**src/rtl/udma_jtag_rx_packer.sv**
```systemverilog
// Packs 8/16/32-bit JTAG RX beats little-endian into 32-bit words and queues
// them, with flush to emit a trailing partial word and its valid-byte count.
module udma_jtag_rx_packer #(
  parameter int DEPTH = 4
) (
  input  logic                       jtag_tck_i,
  input  logic                       jtag_trstn_i,
  input  logic [31:0]                data_i,
  input  logic [1:0]                 data_size_i,
  input  logic                       data_valid_i,
  output logic                       data_ready_o,
  input  logic                       flush_i,
  output logic                       flush_ack_o,
  output logic [31:0]                data_o,
  output logic [2:0]                 data_bytes_o,
  output logic                       data_valid_o,
  input  logic                       data_ready_i,
  output logic [$clog2(DEPTH+1)-1:0] level_o,
  output logic                       err_size_o
);
  localparam int AW = $clog2(DEPTH);
  localparam int LW = $clog2(DEPTH+1);

  typedef struct packed {
    logic [31:0] data;
    logic [2:0]  bytes;
  } entry_t;

  logic [31:0] acc, acc_nxt, beat;
  logic [1:0]  bcnt, bcnt_nxt;
  logic [2:0]  nb, sum;
  logic [63:0] ext;
  logic        rsvd, accept, full, empty, push, pop;
  entry_t      push_e;
  entry_t      mem [DEPTH];
  logic [AW:0] wptr, rptr;

  assign level_o      = LW'(wptr - rptr);
  assign full         = (level_o == LW'(DEPTH));
  assign empty        = (wptr == rptr);
  assign data_valid_o = !empty;
  assign data_ready_o = !full && !flush_i;
  assign accept       = data_valid_i && data_ready_o;
  assign flush_ack_o  = flush_i && ((bcnt == 2'd0) || !full);
  assign pop          = !empty && data_ready_i;
  assign data_o       = mem[rptr[AW-1:0]].data;
  assign data_bytes_o = mem[rptr[AW-1:0]].bytes;

  always_comb begin
    rsvd = (data_size_i == 2'b11);
    case (data_size_i)
      2'b00:   begin nb = 3'd1; beat = {24'b0, data_i[7:0]};  end
      2'b01:   begin nb = 3'd2; beat = {16'b0, data_i[15:0]}; end
      default: begin nb = 3'd4; beat = data_i;                end
    endcase
    // Upper half of ext holds bytes that spill past the word being completed.
    ext      = {32'b0, acc} | ({32'b0, beat} << {bcnt, 3'b000});
    sum      = {1'b0, bcnt} + nb;
    push     = 1'b0;
    push_e   = '0;
    acc_nxt  = acc;
    bcnt_nxt = bcnt;
    if (accept && !rsvd) begin
      bcnt_nxt = sum[1:0];
      if (sum[2]) begin
        push    = 1'b1;
        push_e  = '{data: ext[31:0], bytes: 3'd4};
        acc_nxt = ext[63:32];
      end else begin
        acc_nxt = ext[31:0];
      end
    end else if (flush_ack_o && (bcnt != 2'd0)) begin
      push     = 1'b1;
      push_e   = '{data: acc, bytes: {1'b0, bcnt}};
      acc_nxt  = '0;
      bcnt_nxt = '0;
    end
  end

  always_ff @(posedge jtag_tck_i or negedge jtag_trstn_i) begin
    if (!jtag_trstn_i) begin
      acc        <= '0;
      bcnt       <= '0;
      wptr       <= '0;
      rptr       <= '0;
      err_size_o <= 1'b0;
      for (int i = 0; i < DEPTH; i++) mem[i] <= '0;
    end else begin
      acc        <= acc_nxt;
      bcnt       <= bcnt_nxt;
      err_size_o <= accept && rsvd;
      if (push) mem[wptr[AW-1:0]] <= push_e;
      wptr <= wptr + (AW+1)'(push);
      rptr <= rptr + (AW+1)'(pop);
    end
  end
endmodule

```
**config.mk**
```make
export PLATFORM = sky130hd
export DESIGN_NAME = udma_jtag_rx_packer
export DESIGN_NICKNAME = d
export VERILOG_FILES = /design/src/rtl/udma_jtag_rx_packer.sv
export SDC_FILE = /design/constraint.sdc
export NUM_CORES = 1
export LEC_CHECK = 0
export ABC_CLOCK_PERIOD_IN_PS = 2950
export BUFFER_PORTS_ARGS = -buffer_cell sky130_fd_sc_hd__buf_2
export CORE_ASPECT_RATIO = 1.75
export CORE_UTILIZATION = 54
export CTS_CLUSTER_SIZE = 10
export DETAILED_ROUTE_END_ITERATION = 7
export GPL_TIMING_DRIVEN = 1
export PLACE_DENSITY_LB_ADDON = 0.08
export SYNTH_ARGS = -nofsm -noshare
export SYNTH_HDL_FRONTEND = slang
export SYNTH_SLANG_ARGS = --single-unit
```
**constraint.sdc**
```tcl
create_clock -name jtag_tck_i -period 2.95 [get_ports jtag_tck_i]
set_input_delay 0.295 -clock jtag_tck_i [delete_from_list [all_inputs] [get_ports jtag_tck_i]]
set_output_delay 0.295 -clock jtag_tck_i [all_outputs]
set_load 0.01 [all_outputs]
```
**After elaboration in Yosys (flattened, before gate mapping)**

Index checks and enable logic that the tools add are counted.

- Logic and storage cells: 64
- Input port bits: 39
- Output and inout bits: 42
- Bits in registers: 181

- Shift-type cells: 1
- Order comparisons: 3
- Bitwise operators: 3
- Eq/ne operators: 4
- Muxes and demuxes: 19
- Reductions and logical operators: 17
- Add/sub/neg operators: 4

Operators with widths:

| kind | number |
|---|---|
| $mux W35 | 6 |
| $bwmux W140 | 1 |
| $mux W32 | 3 |
| $bmux W35 S2 | 1 |
| $demux W35 S2 | 1 |
| $or A32 B64 Y64 | 1 |
| $pmux W32 S2 | 1 |
| $shl A32 B5 Y64 | 1 |
| $logic_and A1 B1 Y1 | 8 |
| $add A3 B1 Y3 | 2 |
| $ge A3 B3 Y1 const B | 2 |
| $not A2 Y3 | 2 |
| $pmux W3 S2 | 1 |
| $logic_not A1 Y1 | 4 |
| $logic_not A2 Y1 | 2 |
| $mux W2 | 2 |
| $reduce_bool A2 Y1 | 2 |
| $add A2 B3 Y3 | 1 |
| $eq A3 B3 Y1 | 1 |
| $eq A3 B3 Y1 const B | 1 |
| $lt A3 B1 Y1 const B | 1 |
| $mux W1 | 3 |
| $sub A3 B3 Y3 | 1 |
| $eq A2 B1 Y1 const B | 1 |
| other kinds (2) | 2 |

**Logic depth before layout (Yosys ltp)**

- Word-level depth: 9
- Depth in mapped cells: 15
- Gate-level depth less buffers: 10

**Worst setup path after synthesis**

Ideal clock, no wire load.

- Path type: in2reg
- From: input port data_size_i[1]
- To: register mem[100] (netlist name)
- Path slack: -0.376 ns
- Stages on the path: 12
- Path buffers: 5
- Arrival time: 3.201 ns
- Cells stage by stage: buf_1 clkbuf_1 nor2_1 ha_1 fa_1 or3b_1 buf_2 o211a_1 buf_6 nor4_4 buf_6 mux2_2

- Cells in the longest elaborated chain, start to end: 7
- Elaborated cells on any way between the ends: 15
- Classes of those cells: add/sub: 1; eq/ne: 2; shift: 1; mux: 7; bitwise: 1; reduce/logical: 3

Ends and longest elaborated chain:

| item | RTL line | RTL |
|---|---|---|
| from (decl) | 9 | `input logic [1:0] data_size_i,` |
| $eq A2 B1 Y1 or $logic_not A2 Y1 (tied branches) | 51 | `case (data_size_i)` |
| $pmux W32 S2 | 51 |  |
| $shl A32 B5 Y64 | 57 | `ext = {32'b0, acc} \| ({32'b0, beat} << {bcnt, 3'b000});` |
| $or A32 B64 Y64 | 57 |  |
| $mux W35 | 65 | `if (sum[2]) begin` |
| $mux W35 | 63 | `if (accept && !rsvd) begin` |
| $bwmux W140 | 92 | `if (push) mem[wptr[AW-1:0]] <= push_e;` |
| to (signal, indexed assignment) | 92 |  |
| to (decl) | 35 | `entry_t mem [DEPTH];` |

Several ways; a longest one is shown, not always the timed one.
A chain may end at the register's enable or synchronous reset.

**Worst setup path in the final report**

- From: register bcnt[0]
- To: register mem[108] (netlist name)

- Cells in the longest elaborated chain, start to end: 7
- Elaborated cells on any way between the ends: 15
- Classes of those cells: add/sub: 1; shift: 1; mux: 7; bitwise: 1; reduce/logical: 5

Ends and longest elaborated chain:

| item | RTL line | RTL |
|---|---|---|
| from (decl) | 30 | `logic [1:0] bcnt, bcnt_nxt;` |
| from (signal assigned) | 90 | `bcnt <= bcnt_nxt;` |
| parallel branches: the longest is 7 deep, another holds $bwmux W140 | -- |  |

Parallel ways; which one is timed is not known.

==> run metrics <==
status=complete, no violations; Design Power=0.0118 W; Seq/Total Area, Yosys=50.4%; wirelength, routed=22.7 mm; Sink Count=181; vias=6,377; Yosys warnings=0; Tightest Pin Transition=1.14 ns; leakage power=4.78 nW; clk root buf=clkbuf_16; minimum clock period after layout=2.86 ns; count of pins over their slew limit=0; fill count=1,299; vias in the first global route=6,844; Post-synth top cells=dfrtp_1, mux2_2, nor2_1; first-pass GRT wire length=36.9 mm; total CTS buffers=17; Synth Cell Area=8990 sq um; max-cap violation count=0; DIE HEIGHT=173 um; routing usage on met1=34.1%; VDD IR max=0.880 mV; final antenna-violating net count=0; Cells after Synth=734; DR iter-0 viols=337; Initial Util=54.9%; Syn-to-layout area delta=16.1%; Yosys top cell by area=dfrtp_1; CP max FO=14; IO buf count=80; DR vias/cell=6.06; total core area=16,400 sq um; hold slack final=0.124 ns; top cell type's share of synthesized area=50.4%; I/O pin cnt=81; CTS tree=built; Util after Layout=63.8%; total global routing track utilization=28.4%; initial antenna violation count=0; Yosys reg bits=181; Final Hold Fails=0; PwrDens=1130 nW/um^2; crit start category=flop; Setup crit end kind=flop; CP required=3.27 ns; GPL Wtd Cong=0.908; GRT busiest layer=met2; Post-Syn Nets=782; postcts setup bufs=0; Die ar.=17,200 sq um; layout net count=864; GR Layer Usage met3=5.05%; worst skew pair latency=0.44 ns; synthesized area per cell=12.3 sq um; H-tree levels=4; chip width=99.6 um; DRC violations left=0; worst endpoint data arrival time=3.19 ns; Clock Path Buffers=2; Setup-failing EPs final=0; skew final=0.0103 ns; EDFF count, synth=0; critical path class=flop to flop; largest net degree at the start of global routing=74; RSZ-0062 raised after global routing=false; WL/cell=21.5 um; share of layout cells above drive strength 1=37.6%; drt pass-1 iters=5; Placed Cells=1,020; global route total overflow=0; HP Class=primary input to flop; number of diodes=0; half-perimeter wire length after detailed placement=16.1 mm; Std-Cell Rows=62; Clock transition at path regs=0.07 ns; Synth Flop Type=dfrtp_1; Final Non-Filler Cells=1,053; synth unique cells=56; worst-path cell with the longest stage delay=or3b_1; Worst path max stage delay=0.41 ns; Fmax=349 MHz; crit share post-route=97.1%; worst-path cell chain=ha_2, fa_2, or3b_1, o211a_2, nor4_4, buf_4, mux2_2; most common cell in the netlist=dfrtp_1; Post-synth ARST share=100%; Slew headroom=24.0%; met2 usage=49.7%; Synth area leaders=dfrtp_1, mux2_2, mux4_2
## critical path, delay by kind of cell (launching register included)
kind                     cells  cell delay, ns
adder cells (fa/ha/maj)      2            0.54
multiplexers                 1            0.37
buffers and inverters        1            0.35
flip-flops                   1            0.40
AO/OA/AOI/OAI                1            0.35
AND/OR/NAND/NOR              2            0.72
## stage by stage
stage	setup TNS [ns]	cell area, sq um	setup slack [ns]
6_report	0	10400	0.0854
5_1_grt	0	10400	0.0307
4_1_cts	0	10400	0.0294
3_5_place_dp	-0.185	9780	-0.0258
3_3_place_gp	0	9780	0.0527
2_1_floorplan	-4.34	9120	-0.130
## layout make-up
class / count / area, sq um / share of cell area (%)
tap: 224 / 280 / 2.69
inverter: 18 / 67.6 / 0.647
timing repair buffer: 117 / 736 / 7.05
clock inverter: 14 / 190 / 1.82
clock buffer: 18 / 439 / 4.21
multi-input combinational: 481 / 4190 / 40.2
sequential: 181 / 4530 / 43.4
## repair_timing
item / in CTS / in global routing
resized for setup: 1 / 5
hold buffers: 1 / 0
endpoints found under the hold margin: 47 / 0
pin swaps: 0 / 0
endpoints found under the setup margin: 1 / 37
## path summary, 6_finish.rpt
kind                            depth (start not counted)                 from  slack, ns                   end
worst max-delay path                                    7  bcnt[0]$_DFFE_PN0P_       0.09  mem[108]$_DFFE_PN0P_
worst min-delay path                                    3           data_i[27]       0.12   acc[19]$_DFFE_PN0P_
worst max register to register                          7  bcnt[0]$_DFFE_PN0P_       0.09  mem[108]$_DFFE_PN0P_
worst min register to register                          2  acc[25]$_DFFE_PN0P_       0.48   acc[25]$_DFFE_PN0P_
max in group asynchronous                               3         jtag_trstn_i       1.82   mem[15]$_DFFE_PN0P_
min in group asynchronous                               2         jtag_trstn_i       0.38  mem[132]$_DFFE_PN0P_
## registers in the layout (all words and copies together) (netlist names)
signal	count
wptr	3
bcnt	2
acc	32
rptr	3
err_size_o	1
mem	140
## where the power goes
part           total [W]  switching [W]  internal (W)
Combinational    0.00528        0.00278       0.00250
Clock            0.00241        0.00103       0.00138
Sequential       0.00411       0.000582       0.00353
Total             0.0118        0.00439       0.00741
## layer usage
layer | up-vias | wire length (um)
met5 | - | 0
met4 | 0 | 731
met3 | 50 | 1010
met2 | 205 | 12200
met1 | 3250 | 8730
li1 | 2872 | -
## layout by cell type (no fill, tap or decap), types with 3 or more instances in the layout
master,n
o21ai_0,36
inv_1,16
a221oi_1,13
nor4_4,3
nor3_1,7
mux2_1,4
buf_6,4
buf_12,3
nand2b_1,5
mux4_2,35
and2_1,3
a31o_2,8
nor2_1,63
mux2_4,22
o21bai_1,8
a22o_1,9
and3_1,10
nand2_1,28
ha_1,6
dfrtp_1,180
a22oi_1,16
nor2_4,3
o32ai_1,4
a221o_1,7
a21oi_1,63
nor2b_1,3
nand3_1,5
inv_6,5
mux2_2,82
clkbuf_16,17
a21o_1,8
bufinv_16,3
buf_2,79
buf_4,30
## cell families (layout without fill, tap and decap cells)
group | count (synthesis) | in the layout | synth area share, %
mux | 143 | 143 | 22.3
flops | 181 | 181 | 50.4
fa+ha+maj | 9 | 9 | 1.42
buf+inv | 72 | 167 | 4.16
compound gates | 183 | 183 | 13.3
xor+xnor | 4 | 4 | 0.543
simple gates | 142 | 142 | 7.96
No activity file was read; power rests on OpenSTA's default activity.
